===== config.mk =====
export PLATFORM = sky130hd
export DESIGN_NAME = irq_trap_scheduler
export DESIGN_NICKNAME = d
export VERILOG_FILES = /design/src/rtl/irq_trap_scheduler.sv
export SDC_FILE = /design/constraint.sdc
export NUM_CORES = 1
export LEC_CHECK = 0
export ABC_AREA = 1
export CORE_AREA = 2 2 81 98
export CTS_BUF_LIST = sky130_fd_sc_hd__clkbuf_4
export CTS_CLUSTER_DIAMETER = 30
export DETAILED_ROUTE_END_ITERATION = 10
export DIE_AREA = 0 0 83 100
export HOLD_SLACK_MARGIN = 0.03
export PLACE_DENSITY = 0.78
export SKIP_LAST_GASP = 1
export SYNTH_ARGS = -nofsm -noshare
export SYNTH_HDL_FRONTEND = slang
export SYNTH_SLANG_ARGS = --single-unit

===== constraint.sdc =====
create_clock -name clk -period 1.4 [get_ports clk]
set_clock_uncertainty 0.2 [all_clocks]
set_input_delay 0.14 -clock clk [delete_from_list [all_inputs] [get_ports clk]]
set_output_delay 0.14 -clock clk [all_outputs]
set_load 0.01 [all_outputs]

===== src/rtl/irq_trap_scheduler.sv =====
// Interrupt entry/exit sequencer for the 3-stage core: synchronises and latches interrupt edges,
// arbitrates by fixed priority, waits for a safe MW commit slot, then issues one trap to the CSR file.
module irq_trap_scheduler #(
  parameter int NUM_IRQ     = 2,
  parameter int SYNC_STAGES = 2,
  parameter int CAUSE_BASE  = 16,
  parameter int ACK_TIMEOUT = 15
) (
  input  logic               clk,
  input  logic               reset,
  input  logic [NUM_IRQ-1:0] interrupt,
  input  logic [NUM_IRQ-1:0] irq_mask,
  input  logic               global_ie,
  input  logic               commit_valid,
  input  logic               commit_is_br,
  input  logic               commit_is_mret,
  input  logic [31:0]        commit_pc,
  input  logic               trap_ack,
  output logic               trap_req,
  output logic               trap_flush,
  output logic [31:0]        trap_epc,
  output logic [31:0]        trap_cause,
  output logic               in_handler,
  output logic               ack_timeout
);

  localparam int ID_W = (NUM_IRQ > 1) ? $clog2(NUM_IRQ) : 1;

  typedef enum logic [2:0] {
    S_IDLE,
    S_ARM,
    S_TRAP,
    S_WAIT_ACK,
    S_HANDLER
  } state_t;

  state_t state_q, state_d;

  logic [SYNC_STAGES-1:0][NUM_IRQ-1:0] sync_q;
  logic [NUM_IRQ-1:0] sync_prev_q;
  logic [NUM_IRQ-1:0] irq_edge;
  logic [NUM_IRQ-1:0] pending_q, pending_clr;
  logic [NUM_IRQ-1:0] eligible;
  logic [ID_W-1:0]    winner, id_q;
  logic [3:0]         cnt_q, cnt_d;
  logic               take_trap;
  logic               safe_slot;

  assign irq_edge  = sync_q[SYNC_STAGES-1] & ~sync_prev_q;
  assign eligible  = pending_q & irq_mask & {NUM_IRQ{global_ie}};
  assign safe_slot = commit_valid & ~commit_is_br & ~commit_is_mret;

  // Lowest set index wins: scan from the top so the last hit is the highest priority.
  always_comb begin
    winner = '0;
    for (int i = NUM_IRQ - 1; i >= 0; i--) begin
      if (eligible[i]) winner = ID_W'(i);
    end
  end

  // NOTE: every signal assigned in always_comb gets a default first, so no path leaves it unassigned
  // and no latch is inferred.
  always_comb begin
    state_d     = state_q;
    cnt_d       = cnt_q;
    take_trap   = 1'b0;
    ack_timeout = 1'b0;
    pending_clr = '0;
    unique case (state_q)
      S_IDLE: begin
        if (eligible != '0) state_d = S_ARM;
      end
      S_ARM: begin
        if (eligible == '0) begin
          state_d = S_IDLE;
        end else if (safe_slot) begin
          state_d   = S_TRAP;
          take_trap = 1'b1;
        end
      end
      S_TRAP: begin
        pending_clr[id_q] = 1'b1;
        cnt_d             = '0;
        state_d           = trap_ack ? S_HANDLER : S_WAIT_ACK;
      end
      S_WAIT_ACK: begin
        if (trap_ack) begin
          state_d = S_HANDLER;
        end else if (cnt_q == 4'(ACK_TIMEOUT - 1)) begin
          // Abandon the trap; the claimed line is deliberately not re-pended.
          ack_timeout = 1'b1;
          state_d     = S_IDLE;
        end else begin
          cnt_d = cnt_q + 4'd1;
        end
      end
      S_HANDLER: begin
        if (commit_valid && commit_is_mret) state_d = S_IDLE;
      end
      default: state_d = S_IDLE;
    endcase
  end

  assign trap_req   = (state_q == S_TRAP);
  assign trap_flush = (state_q == S_TRAP);
  assign in_handler = (state_q == S_HANDLER);

  // NOTE: sequential state uses non-blocking assignments so every flop samples pre-edge values;
  // reset is asynchronous, so outputs decoded from state drop in the same cycle reset rises.
  always_ff @(posedge clk or posedge reset) begin
    if (reset) begin
      state_q     <= S_IDLE;
      sync_q      <= '0;
      sync_prev_q <= '0;
      pending_q   <= '0;
      id_q        <= '0;
      cnt_q       <= '0;
      trap_epc    <= '0;
      trap_cause  <= '0;
    end else begin
      state_q     <= state_d;
      sync_q      <= {sync_q[SYNC_STAGES-2:0], interrupt};
      sync_prev_q <= sync_q[SYNC_STAGES-1];
      // A new edge outranks the claim clear on the same line.
      pending_q   <= (pending_q & ~pending_clr) | irq_edge;
      cnt_q       <= cnt_d;
      if (take_trap) begin
        id_q       <= winner;
        trap_epc   <= commit_pc + 32'd4;
        trap_cause <= {1'b1, 31'(CAUSE_BASE + int'(winner))};
      end
    end
  end

endmodule


; ---- Yosys cells after proc, flatten, opt, wreduce, memory -nomap -nowiden
; Cells that the tools add are included.
[word_totals]
word_cells = 66
ramBits = 0
output_inout_bits = 68
rom_bits = 0
ff_bits = 80
n_memories = 0
input_bits = 43
latch_bits = 0
[classes]
muxes = 22
shifts = 0
add_sub_neg = 3
reduce_logical = 8
div_mod_pow = 0
bitwise = 11
order_cmp = 2
multipliers = 0
n_eq_ne = 11
[ops]
columns = op, count
row1 = "32-bit by 3-bit adder with 32-bit output, second input constant", 1
row2 = 3-bit 2-to-1 mux, 7
row3 = 3-bit one-hot mux with 5 select lines, 1
row4 = 1-bit 2-to-1 mux, 9
row5 = 2-bit AND, 4
row6 = 4-bit 2-to-1 mux, 2
row7 = 4-bit one-hot mux with 2 select lines, 1
row8 = "5-bit by 1-bit adder with 6-bit output, first input constant", 1
row9 = "3-bit by 2-bit == test with 1-bit output, second input constant", 2
row10 = "2-bit inequality test, second input constant", 3
row11 = "3-bit inequality test, second input constant", 2
row12 = "4-bit by 1-bit adder with 4-bit output, second input constant", 1
row13 = "4-bit == test, second input constant", 1
row14 = 2-bit NOT, 2
row15 = 4-bit AND reduction, 1
row16 = 2-bit nonzero test, 2
row17 = "3-bit by 1-bit == test with 1-bit output, second input constant", 1
row18 = "3-bit == test, second input constant", 1
row19 = 3-bit zero test, 1
row20 = 3-bit AND reduction, 1
row21 = 1-bit AND, 2
row22 = 1-bit logical AND, 2
row23 = 2-bit zero test, 1
row24 = "1-bit by 2-bit less-than comparator with 1-bit output, second input constant", 1
row25 = other kinds (6), 7

; ---- Logic depth before layout (Yosys ltp)
; Gate-level depths: netlist of run 1.
[depth]
ltp_word = 8
depth_mapped = 9
ltp_nobuf = 9

; ---- Least setup slack after synthesis of run 1
; No wires, ideal clock.
[synth_timing]
kind = reg2reg
startpoint = register cnt_q[0]
endpoint = register state_q[0]
n_path_buf = 0
path_slack_ns = -0.027
period_less_slack_ns = 1.427
setup_time_ns = 0.116
stages_incl_launch_ff = 10
arrival_time_ns = 1.110
required_time_ns = 1.084
cell_sequence = dfrtp_1 -> inv_1 -> ha_1 -> nand3_1 -> nand2_1 -> nor2_1 -> nor2_1 -> nand2_1 -> nand2_1 -> nand2_1
[synth_between]
elab_chain_cells = 3
[synth_lines]
columns = element, line_no
row1 = "start, declared", 45  ; logic [3:0] cnt_q, cnt_d;
row2 = "start signal, assigned", 126  ; cnt_q <= cnt_d;
row3 = 4-bit == test, 89  ; end else if (cnt_q == 4'(ACK_TIMEOUT - 1)) begin
row4 = 3-bit inequality test (no line), --
row5 = 4-bit AND reduction (no line), --
row6 = "end signal, assigned", 121  ; state_q <= state_d;
row7 = "end, declared", 37  ; state_t state_q, state_d;
; Every way passes these cells.
; A chain may end at the register's enable or synchronous reset.

; ---- Worst setup path after layout of run 1
[layout_timing]
startpoint = register state_q[0]
endpoint = register trap_cause[0]
[layout_between]
elab_chain_cells = 2
[layout_lines]
columns = element, line_no
row1 = 3-bit by 1-bit == test with 1-bit output, 69  ; unique case (state_q)
row2 = 1-bit 2-to-1 mux, 69
row3 = "end signal, assigned", 130  ; trap_cause <= {1'b1, 31'(CAUSE_BASE + int'(winner))};
row4 = "end, declared", 22  ; output logic [31:0] trap_cause,
; Every way passes these cells.

==> impl_results.md, run 1 <==
- H-tree levels: 2
- Max-Cap Viols: 0
- Synth warn: 0
- R2r setup slk: -0.40 ns
- CTS buffer count: 5
- Initial antenna violation count: 0
- Failing checks: setup timing
- Mean area per synthesized cell: 7.268 um^2
- Clock Pin Slew Worst Setup and Hold Paths: 0.16 ns
- Post-synth top area cell: dfrtp_1
- CP Data Required Time: 1.47 ns
- Power consumption: 6.159 mW
- RR Endpoint: trap_cause[0]
- WL/cell: 13.93 um
- Crit. End Element: flip-flop
- Storage cell area: 1227 um^2
- Iteration-0 DRC Markers: 159
- CP startpoint kind: flip-flop
- Most common cell in the netlist: nand2_1
- Setup violations, final: 47
- RSZ-0062 raised after global routing: true
- Slew Limit Fails: 0
- Fin Setup TNS: -15.25 ns
- Post-route minimum period: 1.804 ns
- Most common cell type on the critical path: buf_6
- Yosys reg bits: 49
- IO Pins: 111
- Max Freq: 554.4 MHz
- IO Port Bufs: 81
- CP max stage delay: 0.45 ns
- Mapped Area: 3009 um^2
- Synth area leaders: dfrtp_1, nand2_1, buf_4
- Vias in the first global route: 3313
- Final nets: 629
- Total core area: 7488 um^2
- DR DRC count: 0
- R2R depth: 8
- Clk buf depth: 2
- Worst hold path depth: 3
- # diodes: 0
- Hold Crit Class: in -> reg
- Post-DP HPWL: 6485 um
- Worst VDD drop: 0.0008450 V
- Worst R2R Start: state_q[0]
- Latest clock arrival within the worst-skew pair: 0.38 ns
- CTS tree: yes
- Antenna-violating nets left: 0
- Distinct cells, synth: 33
- Worst Path Buf+Inv: 4
- Synth top area share: 40.75%
- Outcome: complete, but fails checks
- Worst path cell trace: buf_6, inv_4, nor3_4, buf_6, nand3_2, buf_12, nand2_1, o21ai_1
- CTS sink cnt: 49
- DR vias: 3252
- Fillcell total: 623
- Critical path class: reg -> reg
- Lkg Pwr: 2.356 nW
- CTS root buf: clkbuf_4
- Rows: 35
- Die height: 100 um
- Routability cong.: 0.9067
- Async S/R FF share, synth: 100.0%
- P&R area growth vs syn: 58.25%
- Area of the multi-input gates: 1617 um^2
- Layout cells sized above 1: 28.60%
- Final worst slack: -0.4039 ns
- Total routed wirelength: 9415 um
- Via density: 4.811
- Final Cycle Share: 128.8%
- Grt total ovfl: 0
- Crit-path slowest cell: dfrtp_2
- EDFF count, synth: 0
- GRT Total Usage: 21.31%
- Dpl ws: -0.6232 ns
- First-pass GRT wire length: 14660 um
- Die footprint: 8300 um^2
- Die Wd: 83 um
- HP Start: commit_pc[0]
- Worst EP arrival: 1.87 ns
- Post-Syn Instances: 414
- Worst Path Max Fanout: 20
- Largest net degree at the start of global routing: 50
- Synth Flop Type: dfrtp_1
- Final hold violations: 0
- CP top delay family: buffers and inverters
- Top cells by count, synth: nand2_1, dfrtp_1, nand3_1, nor2_1
- Initial Utilization: 40.18%
- Post-synthesis sequential area ratio: 40.75%
- Drt pass-1 iters: 4
- Power Dens Cells: 1293 nW/um^2
- Endpoint, Worst Hold: trap_epc[0]
[placed cells by master, fill, tap and decap left out, types with 2 or more instances in the layout]
| cell type | netlist | routed |
|---|---|---|
| buf_2 | 2 | 4 |
| buf_4 | 33 | 70 |
| nor2_4 | 3 | 7 |
| clkbuf_4 | 0 | 6 |
| conb_1 | 1 | 29 |
| dlygate4sd3_1 | 0 | 3 |
| clkinvlp_4 | 0 | 3 |
| nand3_1 | 40 | 35 |
| inv_4 | 0 | 2 |
| inv_1 | 33 | 27 |
| or2_2 | 7 | 6 |
| clkbuf_2 | 0 | 8 |
| xnor2_1 | 3 | 3 |
| o21bai_1 | 4 | 4 |
| o21ai_2 | 0 | 3 |
| nand3_2 | 1 | 5 |
| ha_1 | 3 | 2 |
| inv_2 | 1 | 4 |
| clkdlybuf4s50_1 | 0 | 42 |
| buf_6 | 2 | 13 |
| nor2_2 | 7 | 6 |
| and2_1 | 2 | 2 |
| nand2_2 | 2 | 8 |
| nand2_1 | 151 | 144 |
| dfrtp_1 | 49 | 48 |
| o22ai_2 | 0 | 2 |
| nor2_1 | 37 | 34 |
| o21ai_1 | 9 | 9 |
| xor2_1 | 6 | 6 |
| clkdlybuf4s15_1 | 0 | 25 |
| nor3_2 | 0 | 2 |
| buf_12 | 0 | 7 |
[cell type report]
| class | instances | share of cell area, % |
|---|---|---|
| Clock buffer | 6 | 0.9459 |
| Clock inverter | 2 | 0.3153 |
| Inverter | 35 | 3.048 |
| Multi-Input combinational cell | 319 | 33.95 |
| Sequential cell | 49 | 25.78 |
| Tap cell | 92 | 2.417 |
| Timing Repair Buffer | 173 | 33.55 |
[per-layer routing]
metal	vias up	track usage (%)	part of all wire [%]
li1	1562	-	-
met1	1538	24.96	40
met2	132	40.26	52
met3	20	2.961	5.6
met4	0	6.557	2.3
met5	-	0	0
[where the power goes]
part	internal (mW)	switching (mW)	total, mW
clock network	0.216	0.479	0.695
logic	1.68	1.50	3.18
registers	1.94	0.345	2.28
total	3.84	2.32	6.16
[through the flow]
stage | area [um^2] | std cells | hold slack, ns | util, %
floorplan | 3118 | 442 | -0.02857 | -
global placement | 4272 | 638 | 0.1380 | 57.04
detailed placement | 4272 | 638 | 0.1403 | 57.04
CTS | 4592 | 664 | 0.09706 | 61.32
global route | 4762 | 676 | 0.1113 | 63.59
finish | 4762 | 676 | 0.09670 | 63.59
[tightest hold or removal path: cells and delay by family]
kind          cells  cell delay [ns]
buf+inv           1             0.40
simple gates      2             0.12
[kinds of logic (layout without fill, tap and decap cells)]
logic type / after synthesis / count (layout) / share of synthesized area, %
compound gates: 21 / 21 / 4.033
simple gates: 257 / 257 / 37.26
other cells: 1 / 29 / 0.1246
fa+ha+maj: 3 / 3 / 1.248
flops: 49 / 49 / 40.75
buf+inv: 74 / 216 / 13.97
xor+xnor: 9 / 9 / 2.620
[timing repair]
action                                 in CTS  in global routing
setup buffers                              14                 14
hold buffers                                3                  0
pin swaps                                  11                  8
setup endpoints to repair                  81                 69
endpoints found under the hold margin      51                  0
gates cloned                                1                  1
resized for setup                         106                 54
[flip-flops by register name (all words and copies together) (netlist names)]
register     count
trap_epc        32
cnt_q            4
sync_q           4
state_q          3
pending_q        2
sync_prev_q      2
trap_cause       2
[worst max-delay path by stage]
stage / from / to / cells past startpoint
final: state_q[0] / trap_cause[0] / 8
after global routing: state_q[0] / trap_epc[15] / 9
after CTS: cnt_q[0] / ack_timeout / 5
after detailed placement: commit_pc[3] / trap_epc[22] / 9
after global placement: commit_pc[2] / trap_epc[28] / 9
after floorplan: cnt_q[0] / state_q[0] / 9
No activity file was read; power rests on OpenSTA's default activity.
==> run 2, diff against run 1 <==
--- a/config.mk
+++ b/config.mk
@@ -13,6 +13,7 @@
 export DIE_AREA = 0 0 83 100
 export HOLD_SLACK_MARGIN = 0.03
 export PLACE_DENSITY = 0.78
+export REMOVE_ABC_BUFFERS = 1
 export SKIP_LAST_GASP = 1
 export SYNTH_ARGS = -nofsm -noshare
 export SYNTH_HDL_FRONTEND = slang
==> impl_results.md, run 2 (synthesis results as in run 1) <==
- Clock Pin Slew Worst Setup and Hold Paths: 0.17 ns (about the same)
- Fin Setup TNS: -12.88 ns (+2.369 ns)
- DR DRC count: 0 (unchanged)
- Outcome: complete, but fails checks
- Placed insts: 635 (-0.47%)
- Logic pwr share: 50.9% (-0.7 points)
- Total routed wirelength: 9745 um (+3.5%)
- CP Data Required Time: 1.06 ns (-0.41 ns)
- WL/cell: 14.18 um (+1.8%)
- Final worst slack: -0.4046 ns (-0.0007330 ns)
- Initial antenna violation count: 0 (unchanged)
- H-tree levels: 2 (unchanged)
- Layout Cells excl Fill: 687 (+1.6%)
- Post-DP HPWL: 5905 um (-9.0%)
- CTS buffer count: 5 (unchanged)
- CTS sink cnt: 49 (unchanged)
- Die Wd: 83 um (unchanged)
- Die height: 100 um (unchanged)
- DR vias: 3319 (+2.1%)
- Max-Cap Viols: 0 (unchanged)
- Worst VDD drop: 0.001012 V (+20%)
- Largest Register: trap_epc
- Largest net degree at the start of global routing: 50 (unchanged)
- Area of the multi-input gates: 1748 um^2 (+8.1%)
- Via density: 4.831 (+0.43%)
- Latest clock arrival within the worst-skew pair: 0.39 ns (about the same)
- RSZ-0062 raised after global routing: true
- Regs by FF count: trap_epc (32), cnt_q (4), sync_q (4)
- Max FFs per register: 32 (unchanged)
- Clk buf depth: 2 (unchanged)
- P&R area growth vs syn: 63.20%
- CTS root buf: clkbuf_4
- Most common cell after layout, fill and taps aside: nand2_1
- Fillcell total: 612 (-1.8%)
- Final hold violations: 0 (unchanged)
- Worst EP arrival: 1.46 ns (-0.41 ns)
- Net Sw Power: 2.409 mW (+3.8%)
- # diodes: 0 (unchanged)
- Final nets: 640 (+1.7%)
- Die footprint: 8300 um^2 (unchanged)
- Int Pwr: 4.078 mW (+6.3%)
- Post-route minimum period: 1.805 ns (+0.0007330 ns)
- Highest-count cells in the layout ignoring fill and taps: nand2_1, buf_4, dfrtp_1, clkdlybuf4s50_1, nor2_1
- CTS tree: yes
- Net Sw Frac: 37.13% (-0.56 points)
- Failing checks: setup timing
- Worst Path Max Fanout: 2 (-90%)
- Initial Utilization: 40.18% (unchanged)
- Antenna-violating nets left: 0 (unchanged)
- First-pass GRT wire length: 14540 um (-0.80%)
- Final Cell Area: 4911 um^2 (+3.1%)
- GRT Total Usage: 21.64% (+0.33 points)
- Slew Limit Fails: 0 (unchanged)
- Rows: 35 (unchanged)
- Hold Crit Class: in -> reg
- Layout cells sized above 1: 36.13% (+7.5 points)
- IO Port Bufs: 81 (unchanged)
- IO Pins: 111 (unchanged)
- Drt pass-1 iters: 4 (unchanged)
- Sequential power share: 35.4% (-1.7 points)
- Vias in the first global route: 3222 (-2.7%)
- Total core area: 7488 um^2 (unchanged)
- Storage cell area: 1227 um^2 (unchanged)
- Area after DPL: 4220 um^2 (-1.2%)
- Crit. End Element: output port
- Grt total ovfl: 0 (unchanged)
- CP startpoint kind: flip-flop
- Clock network power share: 13.8% (+2.5 points)
- Lkg Pwr: 2.417 nW (+2.6%)
- Power Dens Cells: 1321 nW/um^2 (+2.1%)
- Critical path class: reg -> out
- Final Cycle Share: 128.9% (about the same)
- Setup violations, final: 47 (unchanged)
- Routability cong.: 0.8908 (-1.8%)
- Max Freq: 554.1 MHz (about the same)
- Iteration-0 DRC Markers: 140 (-12%)
-- run 2: changes by cell type in the layout (fill, tap and decap cells not counted), sizes merged --
cell and change:
clkinvlp -3, buf +12, clkinv +1, clkdlybuf4s15 -12, clkbuf +10, inv +2
bufinv +1
-- run 2: routing by layer --
metal  GRT usage, %  share of wire, %  vias up
li1               -                 -     1587
met4          8.575               3.4        0
met5              0                 0        -
met1          25.43                40     1571
met2          39.70                52      127
met3          3.207               4.7       34
-- run 2: worst max-delay path, cell delays in order, from the launching register on --
cell,delay [ns]
dfrtp_1,0.46
nor2_4,0.17
nand2_2,0.09
nor3_2,0.18
buf_2,0.16
-- run 2: power groups by stage --
stage / clock network (mW) / logic [mW] / registers (mW)
final: 0.894 / 3.30 / 2.29
after global routing: 0.968 / 3.54 / 2.34
after CTS: 0.902 / 2.93 / 2.26
after global placement: 0 / 2.60 / 2.27
after floorplan: 0 / 0.812 / 2.49
after detailed placement: 0 / 2.65 / 2.28
-- run 2: through the flow --
| step | total power, mW | util [%] | worst slack (ns) | hold WS (ns) |
|---|---|---|---|---|
| after detailed placement | 4.934 | 56.36 | -0.5539 | 0.1379 |
| after floorplan | 3.305 | - | -0.3421 | -0.02857 |
| after global routing | 6.846 | 65.58 | -0.4213 | 0.09562 |
| after CTS | 6.092 | 64.03 | -0.3014 | 0.07972 |
| after global placement | 4.870 | 56.36 | -0.4891 | 0.1336 |
| final | 6.487 | 65.58 | -0.4046 | 0.08414 |
-- run 2: cell type report --
type,count,share of cell area (%)
flip-flops and latches,49,24.99
well taps,92,2.344
inverters,35,2.777
clock inverters,3,0.8917
clock buffers,5,0.7643
repair buffers,184,32.64
multi-input cells,319,35.59
-- run 2: worst paths after layout --
kind	cells after the start	end	start	slack, ns
worst min register to register	0	sync_q[2]	sync_q[0]	0.17
max in group asynchronous	4	trap_epc[21]	reset	0.30
worst min-delay path	3	trap_epc[1]	commit_pc[1]	0.08
worst max register to register	8	trap_epc[4]	state_q[2]	-0.35
min in group asynchronous	4	pending_q[0]	reset	0.43
worst max-delay path	4	ack_timeout	state_q[2]	-0.40
-- run 2: what timing repair did --
item | in CTS | in global routing
endpoints found under the hold margin | 51 | 0
setup buffers | 26 | 14
pin swaps | 27 | 35
gates resized for setup | 142 | 64
hold buffers | 3 | 0
endpoints found under the setup margin | 79 | 73
gates cloned | 3 | 2
==> run 3, diff against run 2 <==
--- a/config.mk
+++ b/config.mk
@@ -15,6 +15,7 @@
 export PLACE_DENSITY = 0.78
 export REMOVE_ABC_BUFFERS = 1
 export SKIP_LAST_GASP = 1
+export SLEW_MARGIN = 5
 export SYNTH_ARGS = -nofsm -noshare
 export SYNTH_HDL_FRONTEND = slang
 export SYNTH_SLANG_ARGS = --single-unit
==> results of run 3 <==
The final DEF is identical to that of run 2; final timing and power are the same.
